File: src/rtl/seg_pkg.sv
// Shared types and constants for the eight-digit seven-segment scan controller.
package seg_pkg;

  localparam int NUM_DIGITS = 8;

  typedef logic [2:0]            digit_idx_t;
  typedef logic [NUM_DIGITS-1:0] digit_mask_t;

  localparam logic [7:0] AN_OFF = 8'hFF;
  localparam logic [6:0] CA_OFF = 7'h7F;

  // Active-low anode pattern selecting a single digit.
  function automatic digit_mask_t digit_sel_n(input digit_idx_t idx);
    return ~(digit_mask_t'(1) << idx);
  endfunction

endpackage

File: src/rtl/display_decoder.sv
// Hex nibble to seven-segment pattern, active-high: {a,b,c,d,e,f,g} in [7:1], dp in [0] (always 0).
module display_decoder (
  input  logic [3:0] hex,
  output logic [7:0] seg
);

  always_comb begin
    seg = 8'h00;
    case (hex)
      4'h0: seg = 8'b1111110_0;
      4'h1: seg = 8'b0110000_0;
      4'h2: seg = 8'b1101101_0;
      4'h3: seg = 8'b1111001_0;
      4'h4: seg = 8'b0110011_0;
      4'h5: seg = 8'b1011011_0;
      4'h6: seg = 8'b1011111_0;
      4'h7: seg = 8'b1110000_0;
      4'h8: seg = 8'b1111111_0;
      4'h9: seg = 8'b1111011_0;
      4'hA: seg = 8'b1110111_0;
      4'hB: seg = 8'b0011111_0;
      4'hC: seg = 8'b1001110_0;
      4'hD: seg = 8'b0111101_0;
      4'hE: seg = 8'b1001111_0;
      4'hF: seg = 8'b1000111_0;
      default: seg = 8'h00;
    endcase
  end

endmodule

File: src/rtl/seg_scan_ctrl.sv
// Eight-digit multiplexed seven-segment scanner with frame-boundary commit and per-slot blanking.
// Optional leading-zero blanking is built when SEG_LZ_BLANK_EN is defined.
module seg_scan_ctrl
  import seg_pkg::*;
#(
  parameter int REFRESH_DIV  = 100_000,
  parameter int BLANK_CYCLES = 1_000
) (
  input  logic        clk,
  input  logic        n_rst,
  input  logic [31:0] value,
  input  logic [7:0]  dp_mask,
  input  logic [7:0]  en_mask,
  input  logic        load,
  output logic        pending,
  output logic        frame_start,
  output logic [7:0]  an,
  output logic [6:0]  ca,
  output logic        dp
);

  localparam int CNT_W = (REFRESH_DIV > 1) ? $clog2(REFRESH_DIV) : 1;
  localparam logic [CNT_W-1:0] CNT_LAST  = CNT_W'(REFRESH_DIV - 1);
  localparam logic [CNT_W-1:0] BLANK_END = CNT_W'(BLANK_CYCLES);

  logic [CNT_W-1:0] cnt_q, cnt_d;
  digit_idx_t       idx_q, idx_d;
  logic [31:0]      pend_value_q, pend_value_d, show_value_q, show_value_d;
  digit_mask_t      pend_dp_q, pend_dp_d, show_dp_q, show_dp_d;
  digit_mask_t      pend_en_q, pend_en_d, show_en_q, show_en_d;
  logic             pending_q, pending_d;
  logic             frame_start_q, frame_start_d;
  logic [7:0]       an_q, an_d;
  logic [6:0]       ca_q, ca_d;
  logic             dp_q, dp_d;

  logic        tick, wrap, slot_lit;
  logic [3:0]  nibble;
  logic [7:0]  seg;
  logic        dec_dp_unused;
  digit_mask_t lz_blank;

  assign nibble = show_value_q[4*idx_q +: 4];

  display_decoder u_dec (
    .hex (nibble),
    .seg (seg)
  );

  assign dec_dp_unused = seg[0];

  // A digit is a leading zero when it and every digit to its left are zero; digit 0 always shows.
  always_comb begin
    lz_blank = '0;
`ifdef SEG_LZ_BLANK_EN
    begin
      logic nz_left;
      nz_left = 1'b0;
      for (int i = NUM_DIGITS - 1; i >= 1; i--) begin
        nz_left     = nz_left | (show_value_q[4*i +: 4] != 4'h0);
        lz_blank[i] = ~nz_left;
      end
    end
`endif
  end

  always_comb begin
    tick = (cnt_q == CNT_LAST);
    wrap = tick && (idx_q == digit_idx_t'(NUM_DIGITS - 1));

    cnt_d = tick ? '0 : cnt_q + CNT_W'(1);
    idx_d = tick ? idx_q + digit_idx_t'(1) : idx_q;

    show_value_d = show_value_q;
    show_dp_d    = show_dp_q;
    show_en_d    = show_en_q;
    if (wrap && pending_q) begin
      show_value_d = pend_value_q;
      show_dp_d    = pend_dp_q;
      show_en_d    = pend_en_q;
    end

    // A load on the wrap edge lands behind the commit, so it stays pending for a full frame.
    pend_value_d = pend_value_q;
    pend_dp_d    = pend_dp_q;
    pend_en_d    = pend_en_q;
    pending_d    = pending_q;
    if (load) begin
      pend_value_d = value;
      pend_dp_d    = dp_mask;
      pend_en_d    = en_mask;
      pending_d    = 1'b1;
    end else if (wrap) begin
      pending_d    = 1'b0;
    end

    slot_lit      = (cnt_q >= BLANK_END) && show_en_q[idx_q] && !lz_blank[idx_q];
    an_d          = slot_lit ? digit_sel_n(idx_q) : AN_OFF;
    ca_d          = ~seg[7:1];
    dp_d          = ~show_dp_q[idx_q];
    frame_start_d = wrap;
  end

  always_ff @(posedge clk) begin
    if (!n_rst) begin
      cnt_q         <= '0;
      idx_q         <= '0;
      pend_value_q  <= '0;
      pend_dp_q     <= '0;
      pend_en_q     <= '0;
      pending_q     <= 1'b0;
      show_value_q  <= '0;
      show_dp_q     <= '0;
      show_en_q     <= '0;
      frame_start_q <= 1'b0;
      an_q          <= AN_OFF;
      ca_q          <= CA_OFF;
      dp_q          <= 1'b1;
    end else begin
      cnt_q         <= cnt_d;
      idx_q         <= idx_d;
      pend_value_q  <= pend_value_d;
      pend_dp_q     <= pend_dp_d;
      pend_en_q     <= pend_en_d;
      pending_q     <= pending_d;
      show_value_q  <= show_value_d;
      show_dp_q     <= show_dp_d;
      show_en_q     <= show_en_d;
      frame_start_q <= frame_start_d;
      an_q          <= an_d;
      ca_q          <= ca_d;
      dp_q          <= dp_d;
    end
  end

  assign pending     = pending_q;
  assign frame_start = frame_start_q;
  assign an          = an_q;
  assign ca          = ca_q;
  assign dp          = dp_q;

endmodule

File: config.mk
export PLATFORM = sky130hd
export DESIGN_NAME = seg_scan_ctrl
export DESIGN_NICKNAME = d
export VERILOG_FILES = /design/src/rtl/seg_pkg.sv /design/src/rtl/display_decoder.sv /design/src/rtl/seg_scan_ctrl.sv
export SDC_FILE = /design/constraint.sdc
export NUM_CORES = 1
export LEC_CHECK = 0
export ABC_AREA = 0
export BUFFER_PORTS_ARGS = -buffer_cell sky130_fd_sc_hd__buf_2
export CORE_ASPECT_RATIO = 0.7
export CORE_MARGIN = 2
export CORE_UTILIZATION = 52
export DETAILED_ROUTE_END_ITERATION = 12
export MAX_ROUTING_LAYER = met4
export PLACE_DENSITY = 0.73
export SETUP_SLACK_MARGIN = 0.15
export SYNTH_ARGS = -nofsm -noshare
export SYNTH_HDL_FRONTEND = slang
export SYNTH_SLANG_ARGS = --single-unit
File: constraint.sdc
create_clock -name clk -period 5.5 [get_ports clk]
set_clock_uncertainty 0.15 [all_clocks]
set_input_delay 1.1 -clock clk [delete_from_list [all_inputs] [get_ports clk]]
set_output_delay 1.1 -clock clk [all_outputs]
set_load 0.03 [all_outputs]
==> flow_results.org, run 1 <==
** GRT
- The first global-routing pass estimated 19000 um of wire.
- Largest net degree at the start of global routing :: 71
- After global routing, the most crowded layer is met2.
- For met2 alone, demand over resource in global routing was 30.2%.
- Overall Global Routing Usage :: 21.2%
- For this run, global-route usage on met3 was measured as 6.22%.
- The initial antenna violation count is 0.
- GR Util met1 :: 29.3%
- The via count of the first global-routing pass came to 3947.
- Global routing finished with a remaining overflow of 0.

** Timing
- Fin. max-slew vios :: 0
- The count of endpoints failing hold in the final timing report was 0.
- For the pin with the worst max-slew slack, the measured transition is between 1 and 1.5 ns.
- Summed over all failing endpoints, the final setup total negative slack is 0 ns.
- Final Cycle Share :: 61.6%
- Headroom to the max-slew limit came out at 29.9%.
- Upper clock frequency limit :: 295 MHz
- Setup repair after global routing missed its margin :: no
- Tmin final :: 3.39 ns
- Setup violations remaining at the end of the flow were counted as 0.

** Critical path
- Broken down by cell family, the worst path's largest delay share belongs to flip-flops.
- The most critical setup path has its startpoint at idx_q[0]$_SDFFE_PN0P_.
- The cell that appears most often on the critical path is sky130_fd_sc_hd__inv_1.
- On the critical path, the stage with the largest delay is an instance of sky130_fd_sc_hd__dfxtp_1.
- Crit path kind :: register to register
- The critical path crosses 8 cells after its start point.
- In this run the critical register-to-register path is captured at ca[3]$_SDFF_PN1_.
- For the worst setup path, the data arrival time is 3.48 ns.
- Cells along the critical path :: mux4_2, mux2i_1, inv_1, ha_1, inv_1, a21oi_1, a2111oi_0, a31oi_1
- In this design, the stage delay of the slowest critical-path cell is 1.00 ns.
- Type of element launching the critical path :: register
- The most critical setup path has its endpoint at ca[3]$_SDFF_PN1_.
- At the worst endpoint, the required time is 5.59 ns.
- The worst setup path is captured at a register.
- Length in cells of the worst reg-to-reg path :: 8
- Along the worst path, the maximum fanout reaches 18.
- In this run the critical register-to-register path is launched from idx_q[0]$_SDFFE_PN0P_.
- Sum of buffers and inverters on the critical path :: 2
- Reg-to-reg slack, setup :: 2.11 ns

** Drt
- DR vias :: 4113
- After detailed routing, the number of vias per cell comes to 5.25.
- First-pass iteration count of the detailed router :: 5
- Number of design-rule violations left by the first detailed-router iteration :: between 300 and 400
- Post-detailed-route count of antenna-violating nets :: 0
- DR DRC count :: 0
- In the final routed layout, each cell accounts on average for around 15 um.
- Aggregate routed wire length :: 11600 um

** Floorplan
- DIE WIDTH :: around 130 um
- Initial Utilization :: around 54%
- The die covers between 10000 and 15000 um2.
- 69 I/O pins were placed.
- The die is roughly 90 um tall.
- After floorplanning, the core was divided into 31 placement rows.
- The total area inside the core boundary comes to around 10000 um2.

** Logic synthesis
- YS warnings :: 0
- The number of nets handed over by synthesis was 649.
- Cell variety after synth :: 45
- Avg Synthesized Cell Area :: around 9.5 um2
- Dominant register cell in the synthesized netlist :: sky130_fd_sc_hd__dfxtp_1
- Counting flops with a built-in enable in the synthesized netlist gives 0.
- Number of synthesized register bits :: 134
- Synth async-reset ratio :: 0%
- Ranked by total cell area, the synthesized netlist is headed by sky130_fd_sc_hd__dfxtp_1 (48%), sky130_fd_sc_hd__mux2i_1 (10%), sky130_fd_sc_hd__nand2_1 (6.9%).
- Of all cell types, the one taking the most synthesized area is sky130_fd_sc_hd__dfxtp_1.
- The synthesized design devotes to its leading area cell type approximately half of total area.
- Post-synthesis cell count :: between 500 and 600
- The cell area that synthesis handed to floorplanning was 5540 um2.
- Seq/Total Area, Yosys :: 48.4%
- Most used standard cell by instance count after synthesis :: sky130_fd_sc_hd__dfxtp_1
- The commonest cells after synthesis are sky130_fd_sc_hd__dfxtp_1 (134), sky130_fd_sc_hd__nand2_1 (102), sky130_fd_sc_hd__nor2_1 (79), sky130_fd_sc_hd__mux2i_1 (58), sky130_fd_sc_hd__a21oi_1 (32).

** Final layout
- 0 antenna diodes ended up in the layout.
- Final Core Density :: 62.7%
- Compared with the post-synthesis result, the final layout area differs by 17.1%.
- Cells with a size suffix above 1 make up about a quarter of the layout.
- Final net count :: a little over 700

** Place
- The congestion estimate from routability-driven global placement came to around 0.89.
- Dpl hpwl :: 7820 um
- Port-buffer cells :: 68

** Clock network
- The longest clock path from root to sink contains 2 buffers.
- Clock root buffer :: sky130_fd_sc_hd__clkbuf_16
- In this run, post-CTS repair resized a total of 0 instances.
- Insertion delay of the later-clocked pin in the worst-skew pair :: 0.41 ns
- Clock buffers created by TritonCTS :: 17
- Sink Count :: 134
- CTS built an H-tree with a depth of 4.
- Buffers inserted to repair hold after CTS numbered 0.
- Buffers added to address setup during post-CTS repair amount to 0.
- TritonCTS clock tree :: yes
- Post-CTS clock slew at the launch and capture registers of the worst setup and hold paths :: about 0.06 ns

** Status
- Run status :: finished clean

** Pwr
- Power density over the cells :: 345 nW/um2
- Pleak :: 2.58 nW
- VDD IR-drop max :: ~0.00026 V

** Min path
- Hold wc startpoint :: show_value_q[31]$_SDFFE_PN0P_
- Path class of the lowest-slack min-delay path :: register to register

** Job
- Across the run, the number of max-cap violations was 0.
how the worst min path moves through the flow:
stage	to	cells after the start
after global placement	show_value_q[20]$_SDFFE_PN0P_	2
after floorplan	show_value_q[30]$_SDFFE_PN0P_	2
after global routing	show_value_q[14]$_SDFFE_PN0P_	2
after detailed placement	show_value_q[31]$_SDFFE_PN0P_	2
final	show_value_q[31]$_SDFFE_PN0P_	2
after CTS	show_value_q[31]$_SDFFE_PN0P_	2
worst register-to-register path: cells and delay by family (launching register included):
family | cells | cell delay, ns
buffers and inverters | 2 | 0.25
multiplexers | 2 | 0.98
flip-flops | 1 | 1.00
AO/OA/AOI/OAI | 3 | 0.63
adder cells (fa/ha/maj) | 1 | 0.22
through the flow:
stage / std cells / area (um2) / hold WS (ns) / worst slack (ns) / power [W]
after global placement: 752 / 5890 / 0.286 / 2.29 / 0.00112
after floorplan: 584 / 5540 / 0.278 / 2.73 / 0.00109
after global routing: 784 / 6490 / 0.313 / 1.85 / 0.00231
final: 784 / 6490 / 0.303 / 2.11 / 0.00224
after detailed placement: 752 / 5890 / 0.294 / 2.16 / 0.00113
after CTS: 784 / 6490 / 0.302 / 2.10 / 0.00225
routing by layer:
metal / part of all wire [%] / routed length [um] / vias to the layer above
met4: 1.3 / 153 / 0
met5: 0 / 0 / -
met3: 5.2 / 598 / 13
met1: 50 / 5770 / 1914
met2: 44 / 5040 / 122
li1: - / - / 2064
report_power, final:
group / switching [W] / total, W / internal [W]
combinational: 0.0000511 / 0.0000917 / 0.0000406
clock: 0.000410 / 0.00113 / 0.000721
sequential: 0.0000174 / 0.00101 / 0.000997
total: 0.000478 / 0.00224 / 0.00176
registers in the layout (all words and copies together), names as in the netlist:
name,flops
pend_value_q,32
show_value_q,32
cnt_q,17
an,8
pend_dp_q,8
pend_en_q,8
show_dp_q,8
show_en_q,8
ca,7
idx_q,3
dp,1
frame_start,1
pending,1
cells by family (layout without fill, tap and decap cells):
group,after synthesis,count (layout),synth area share [%]
simple gates,236,236,18.8
flops,134,134,48.4
mux,70,70,14.9
compound gates,69,69,8.26
buf+inv,45,113,3.90
xor+xnor,16,16,2.53
fa+ha+maj,14,14,3.16
layout by cell type (no fill, tap or decap), types with 2 or more instances in the layout:
master	n
sky130_fd_sc_hd__nor4_1	3
sky130_fd_sc_hd__mux4_2	10
sky130_fd_sc_hd__mux2_2	2
sky130_fd_sc_hd__nand3_1	10
sky130_fd_sc_hd__nor2_1	79
sky130_fd_sc_hd__a21oi_2	20
sky130_fd_sc_hd__nand2_2	20
sky130_fd_sc_hd__nor2b_1	2
sky130_fd_sc_hd__o21ai_0	4
sky130_fd_sc_hd__clkinvlp_4	4
sky130_fd_sc_hd__clkbuf_16	17
sky130_fd_sc_hd__nand4_1	3
sky130_fd_sc_hd__o221ai_1	3
sky130_fd_sc_hd__clkinv_2	6
sky130_fd_sc_hd__nand2_1	102
sky130_fd_sc_hd__buf_4	3
sky130_fd_sc_hd__and3_1	4
sky130_fd_sc_hd__xor2_1	9
sky130_fd_sc_hd__xnor2_1	7
sky130_fd_sc_hd__dfxtp_1	134
sky130_fd_sc_hd__bufinv_16	3
sky130_fd_sc_hd__a21oi_1	32
sky130_fd_sc_hd__a31oi_1	3
sky130_fd_sc_hd__inv_1	8
sky130_fd_sc_hd__o31ai_1	2
sky130_fd_sc_hd__mux2i_1	58
sky130_fd_sc_hd__buf_2	68
sky130_fd_sc_hd__ha_1	14
sky130_fd_sc_hd__nor3_1	2
cell type report:
cell class / count / area, um2
tap: 132 / 165
clock buffer: 19 / 443
fill: 849 / 3860
clock inverter: 13 / 154
multi-input combinational: 405 / 2650
sequential: 134 / 2680
timing repair buffer: 71 / 363
inverter: 10 / 38.8
Note: power is estimated with default switching activity, not from simulation.
==> run 2, diff against run 1 <==
--- a/config.mk
+++ b/config.mk
@@ -5,14 +5,14 @@
 export SDC_FILE = /design/constraint.sdc
 export NUM_CORES = 1
 export LEC_CHECK = 0
-export ABC_AREA = 0
+export ABC_AREA = 1
 export BUFFER_PORTS_ARGS = -buffer_cell sky130_fd_sc_hd__buf_2
 export CORE_ASPECT_RATIO = 0.7
 export CORE_MARGIN = 2
 export CORE_UTILIZATION = 52
 export DETAILED_ROUTE_END_ITERATION = 12
 export MAX_ROUTING_LAYER = met4
-export PLACE_DENSITY = 0.73
+export PLACE_DENSITY = 0.75
 export SETUP_SLACK_MARGIN = 0.15
 export SYNTH_ARGS = -nofsm -noshare
 export SYNTH_HDL_FRONTEND = slang
==> constraint.sdc (replaced) <==
create_clock -name clk -period 3 [get_ports clk]
set_clock_uncertainty 0.15 [all_clocks]
set_input_delay 0.6 -clock clk [delete_from_list [all_inputs] [get_ports clk]]
set_output_delay 0.6 -clock clk [all_outputs]
set_load 0.03 [all_outputs]
==> run 2 against run 1 <==
Effect of this change: die area up 4.6%; routed wire length up 6.5%; via count up 24%; combinational power up 73%; critical endpoint is now ca[0]$_SDFF_PN1_; synthesized cell count up 45%; critical path type unchanged; total power up 75%; final area up 3.9%; fmax up 44%; utilization down 1.2 points.
==> flow_results.org, run 2 <==
** Final layout
- The top cell types in the final layout, fill and taps aside, are sky130_fd_sc_hd__nor2_1 (214), sky130_fd_sc_hd__nand2_1 (195), sky130_fd_sc_hd__dfxtp_1 (134), sky130_fd_sc_hd__inv_1 (79), sky130_fd_sc_hd__buf_2 (68).
- Post-route cell area :: 6740 um2
- The post-route netlist has ~13% of its cells at a drive strength greater than 1.
- In the final layout, the multi-input gates occupy 2610 um2.
- Registers with the most flip-flops :: pend_value_q (32), show_value_q (32), cnt_q (17)
- In the final layout, flip-flops and latches occupy 2680 um2.
- For this run, the post-layout net count is roughly 960.
- Leaving out fill and tap cells, the most frequent cell in the layout is sky130_fd_sc_hd__nor2_1.
- Counting the fill cells in the layout gives 1053.
- The number of antenna diodes in the final layout is 0.
- Growth of design area from synthesis to finish :: 16.0%

** Clock network
- Clock root buffer :: sky130_fd_sc_hd__clkbuf_16
- TritonCTS built the clock tree.
- Maximum level of the CTS H-tree :: 4
- Buffers added to address setup during post-CTS repair amount to 0.
- After clock tree synthesis, the flow added hold-fix buffers numbering 0.
- No sink is reached through more buffers than the 2 on the longest clock path.
- At the later pin of the worst-skew pair, clock insertion delay measures 0.41 ns.
- Clock buffers created by TritonCTS :: 17
- Sink Count :: between 100 and 150
- Post-CTS clock slew at the launch and capture registers of the worst setup and hold paths :: 0.06 ns
- CTS resizes :: 0

** Critical path
- For the worst setup path, the data required time is roughly 3.1 ns.
- Highest net fanout along the worst path :: 30
- Critical path capture point type :: register
- The worst setup path is launched from a register.
- The startpoint identified for the worst register-to-register timing path is idx_q[0]$_SDFFE_PN0P_.
- STA puts the critical path data arrival time at between 2 and 2.5 ns.
- Crit path kind :: register to register
- The worst register-to-register path has a setup slack of 0.64 ns.
- Critical R2R Capture :: ca[0]$_SDFF_PN1_
- Length in cells of the worst reg-to-reg path :: 11

** Place
- Dpl hpwl :: roughly 8000 um
- Once placement finished, the instance area stood at 6200 um2.
- The congestion estimate from routability-driven global placement came to around 0.9.
- Input and output buffers added on the ports amount to 68.

** Logic synthesis
- The biggest area contributor in the post-synthesis netlist is sky130_fd_sc_hd__dfxtp_1.
- sky130_fd_sc_hd__nor2_1 is the most common cell in the netlist.
- Avg Synthesized Cell Area :: about 7 um2
- Dominant register cell in the synthesized netlist :: sky130_fd_sc_hd__dfxtp_1
- The synthesized netlist occupies a cell area of 5810 um2.
- In this run, synthesis produced a sequential element count of around 130.
- The cell count after synthesis came out at 847.
- Top-area cell type share of the netlist area :: 46.2%
- After synthesis, flip-flops and latches occupy 46.2% of the total area.
- Most numerous cell types in the synthesized netlist :: sky130_fd_sc_hd__nor2_1 (214), sky130_fd_sc_hd__nand2_1 (195), sky130_fd_sc_hd__dfxtp_1 (134), sky130_fd_sc_hd__inv_1 (79), sky130_fd_sc_hd__o21ai_0 (60)
- Count of flip-flops with a built-in enable after synthesis :: 0
- Net count of the mapped netlist :: roughly 910
- YS warnings :: 0
- Synth async-reset ratio :: 0%
- Largest cells by area after synthesis :: sky130_fd_sc_hd__dfxtp_1 (46%), sky130_fd_sc_hd__nor2_1 (14%), sky130_fd_sc_hd__nand2_1 (13%)
- The netlist uses 25 different library cells.

** GRT
- Overall Global Routing Usage :: 22.3%
- Antenna violations before repair :: 0
- Summed over all layers, the global routing overflow is 0.
- Largest net degree at the start of global routing :: 55
- Global-route wire length before repair :: between 20000 and 25000 um
- The via count of the first global-routing pass came to 4530.

** Timing
- Setup total negative slack on the finished layout was measured at 0 ns.
- Based on the critical path, the design can be clocked at up to 424 MHz.
- Setup violations remaining at the end of the flow were counted as 0.
- Measured against its own limit, the worst slew margin works out to a little under half.
- Setup repair after global routing missed its margin :: no
- Measured slew at the worst slew-check pin :: about 0.82 ns
- The count of endpoints failing hold in the final timing report is 0.
- Fin. max-slew vios :: 0
- The routed design could run at a clock period as short as 2.36 ns.
- Final Cycle Share :: 78.5%

** Floorplan
- Chip height :: 92.5 um
- The die covers 12100 um2.
- Number of placement rows :: 32
- Number of ports placed on the die boundary :: slightly below 70
- The initial utilization of the core area, before any placement, comes to 53.0%.
- DIE WIDTH :: 130 um
- Core box area :: 11000 um2

** Min path
- The worst hold path terminates at pend_value_q[23]$_SDFFE_PN0P_.
- The worst hold path begins at value[23].
- In this run the worst hold path is classified as primary input to register.
- The worst hold path was traced through 3 stages.

** Pwr
- Power spread over the standard cell area amounts to 579 nW/um2.
- Relative contribution of the clock network to total power :: 48.2%
- In this run switching power makes up a little under a quarter of total power.
- For this design the static power due to leakage is about 3.3 nW.
- IR analysis of the VDD net gives a maximum drop of 0.000385 V.
- Cell internal power was estimated by the tool at 0.00301 W.
- Sequential cells account for 47.7% of the total power.
- Summed over all nets, the switching power comes to 0.000895 W.
- Per report_power, the combinational group accounts for under 10% of the total.

** Drt
- WL per Instance :: between 10 and 15 um
- First-pass iteration count of the detailed router :: 6
- For this block, the via count after detailed routing is 5115.
- Post-detailed-route count of antenna-violating nets :: 0
- The first routing iteration left 349 violations.
- DR DRC count :: 0
- After detailed routing, the number of vias per cell comes to 4.80.
- Aggregate routed wire length :: 12300 um

** Status
- The run finished with clean final reports.

** Job
- Number of max-capacitance violations reported :: 0
-- run 2: critical path: stages (launching register included) --
cell and delay (ns):
sky130_fd_sc_hd__dfxtp_1 0.31, sky130_fd_sc_hd__inv_1 0.60, sky130_fd_sc_hd__nand2_1 0.11, sky130_fd_sc_hd__nand3_1 0.10, sky130_fd_sc_hd__nand3_1 0.07, sky130_fd_sc_hd__nand2_1 0.20
sky130_fd_sc_hd__inv_1 0.12, sky130_fd_sc_hd__ha_1 0.21, sky130_fd_sc_hd__nand3_1 0.13, sky130_fd_sc_hd__nand2_1 0.07, sky130_fd_sc_hd__nand2_1 0.05, sky130_fd_sc_hd__nand3_1 0.07
-- run 2: power groups by stage --
stage	registers (W)	clock network, W	logic (W)
2_1_floorplan	0.00190	0	0.0000906
3_3_place_gp	0.00190	0	0.000158
3_5_place_dp	0.00190	0	0.000160
4_1_cts	0.00186	0.00191	0.000162
5_1_grt	0.00187	0.00199	0.000185
6_report	0.00186	0.00188	0.000159
-- run 2: worst max-delay path by stage --
stage,start,endpoint,slack (ns),cells after the start
after floorplan,idx_q[0]$_SDFFE_PN0P_,ca[0]$_SDFF_PN1_,1.09,12
after global placement,idx_q[0]$_SDFFE_PN0P_,ca[0]$_SDFF_PN1_,0.76,11
after detailed placement,idx_q[0]$_SDFFE_PN0P_,ca[1]$_SDFF_PN1_,0.66,11
after CTS,idx_q[0]$_SDFFE_PN0P_,ca[1]$_SDFF_PN1_,0.64,11
after global routing,idx_q[0]$_SDFFE_PN0P_,ca[1]$_SDFF_PN1_,0.35,11
final,idx_q[0]$_SDFFE_PN0P_,ca[0]$_SDFF_PN1_,0.64,11
-- run 2: routing by layer --
metal / part of all wire (%) / track usage [%] / vias up
met4: 0.89 / 4.79 / 0
met1: 55 / 32.0 / 2271
met3: 4.7 / 5.83 / 11
li1: - / - / 2732
met5: 0 / - / -
met2: 40 / 31.7 / 101
-- run 2: cells by family (layout without fill, tap and decap cells) --
group	after synthesis	in the layout	share of synthesized area, %
buf+inv	122	187	8.89
flops	134	134	46.2
xor+xnor	2	2	0.301
fa+ha+maj	14	14	3.01
compound gates	87	87	7.75
simple gates	488	488	33.9
-- run 2: area by class of cell --
type / count / share of cell area [%]
clock inverters: 12 / 1.17
clock buffers: 20 / 6.92
flip-flops and latches: 134 / 39.8
multi-input cells: 591 / 38.8
well taps: 153 / 2.84
repair buffers: 76 / 6.12
inverters: 79 / 4.40
-- run 2: through the flow --
stage	total power [W]	hold slack (ns)	utilization [%]	cells	worst slack [ns]
after floorplan	0.00199	0.291	-	847	1.09
after global placement	0.00206	0.308	56.5	1033	0.765
after detailed placement	0.00206	0.317	56.5	1033	0.659
after CTS	0.00393	0.248	61.5	1065	0.640
after global routing	0.00404	0.254	61.5	1065	0.349
final	0.00390	0.255	61.5	1065	0.644
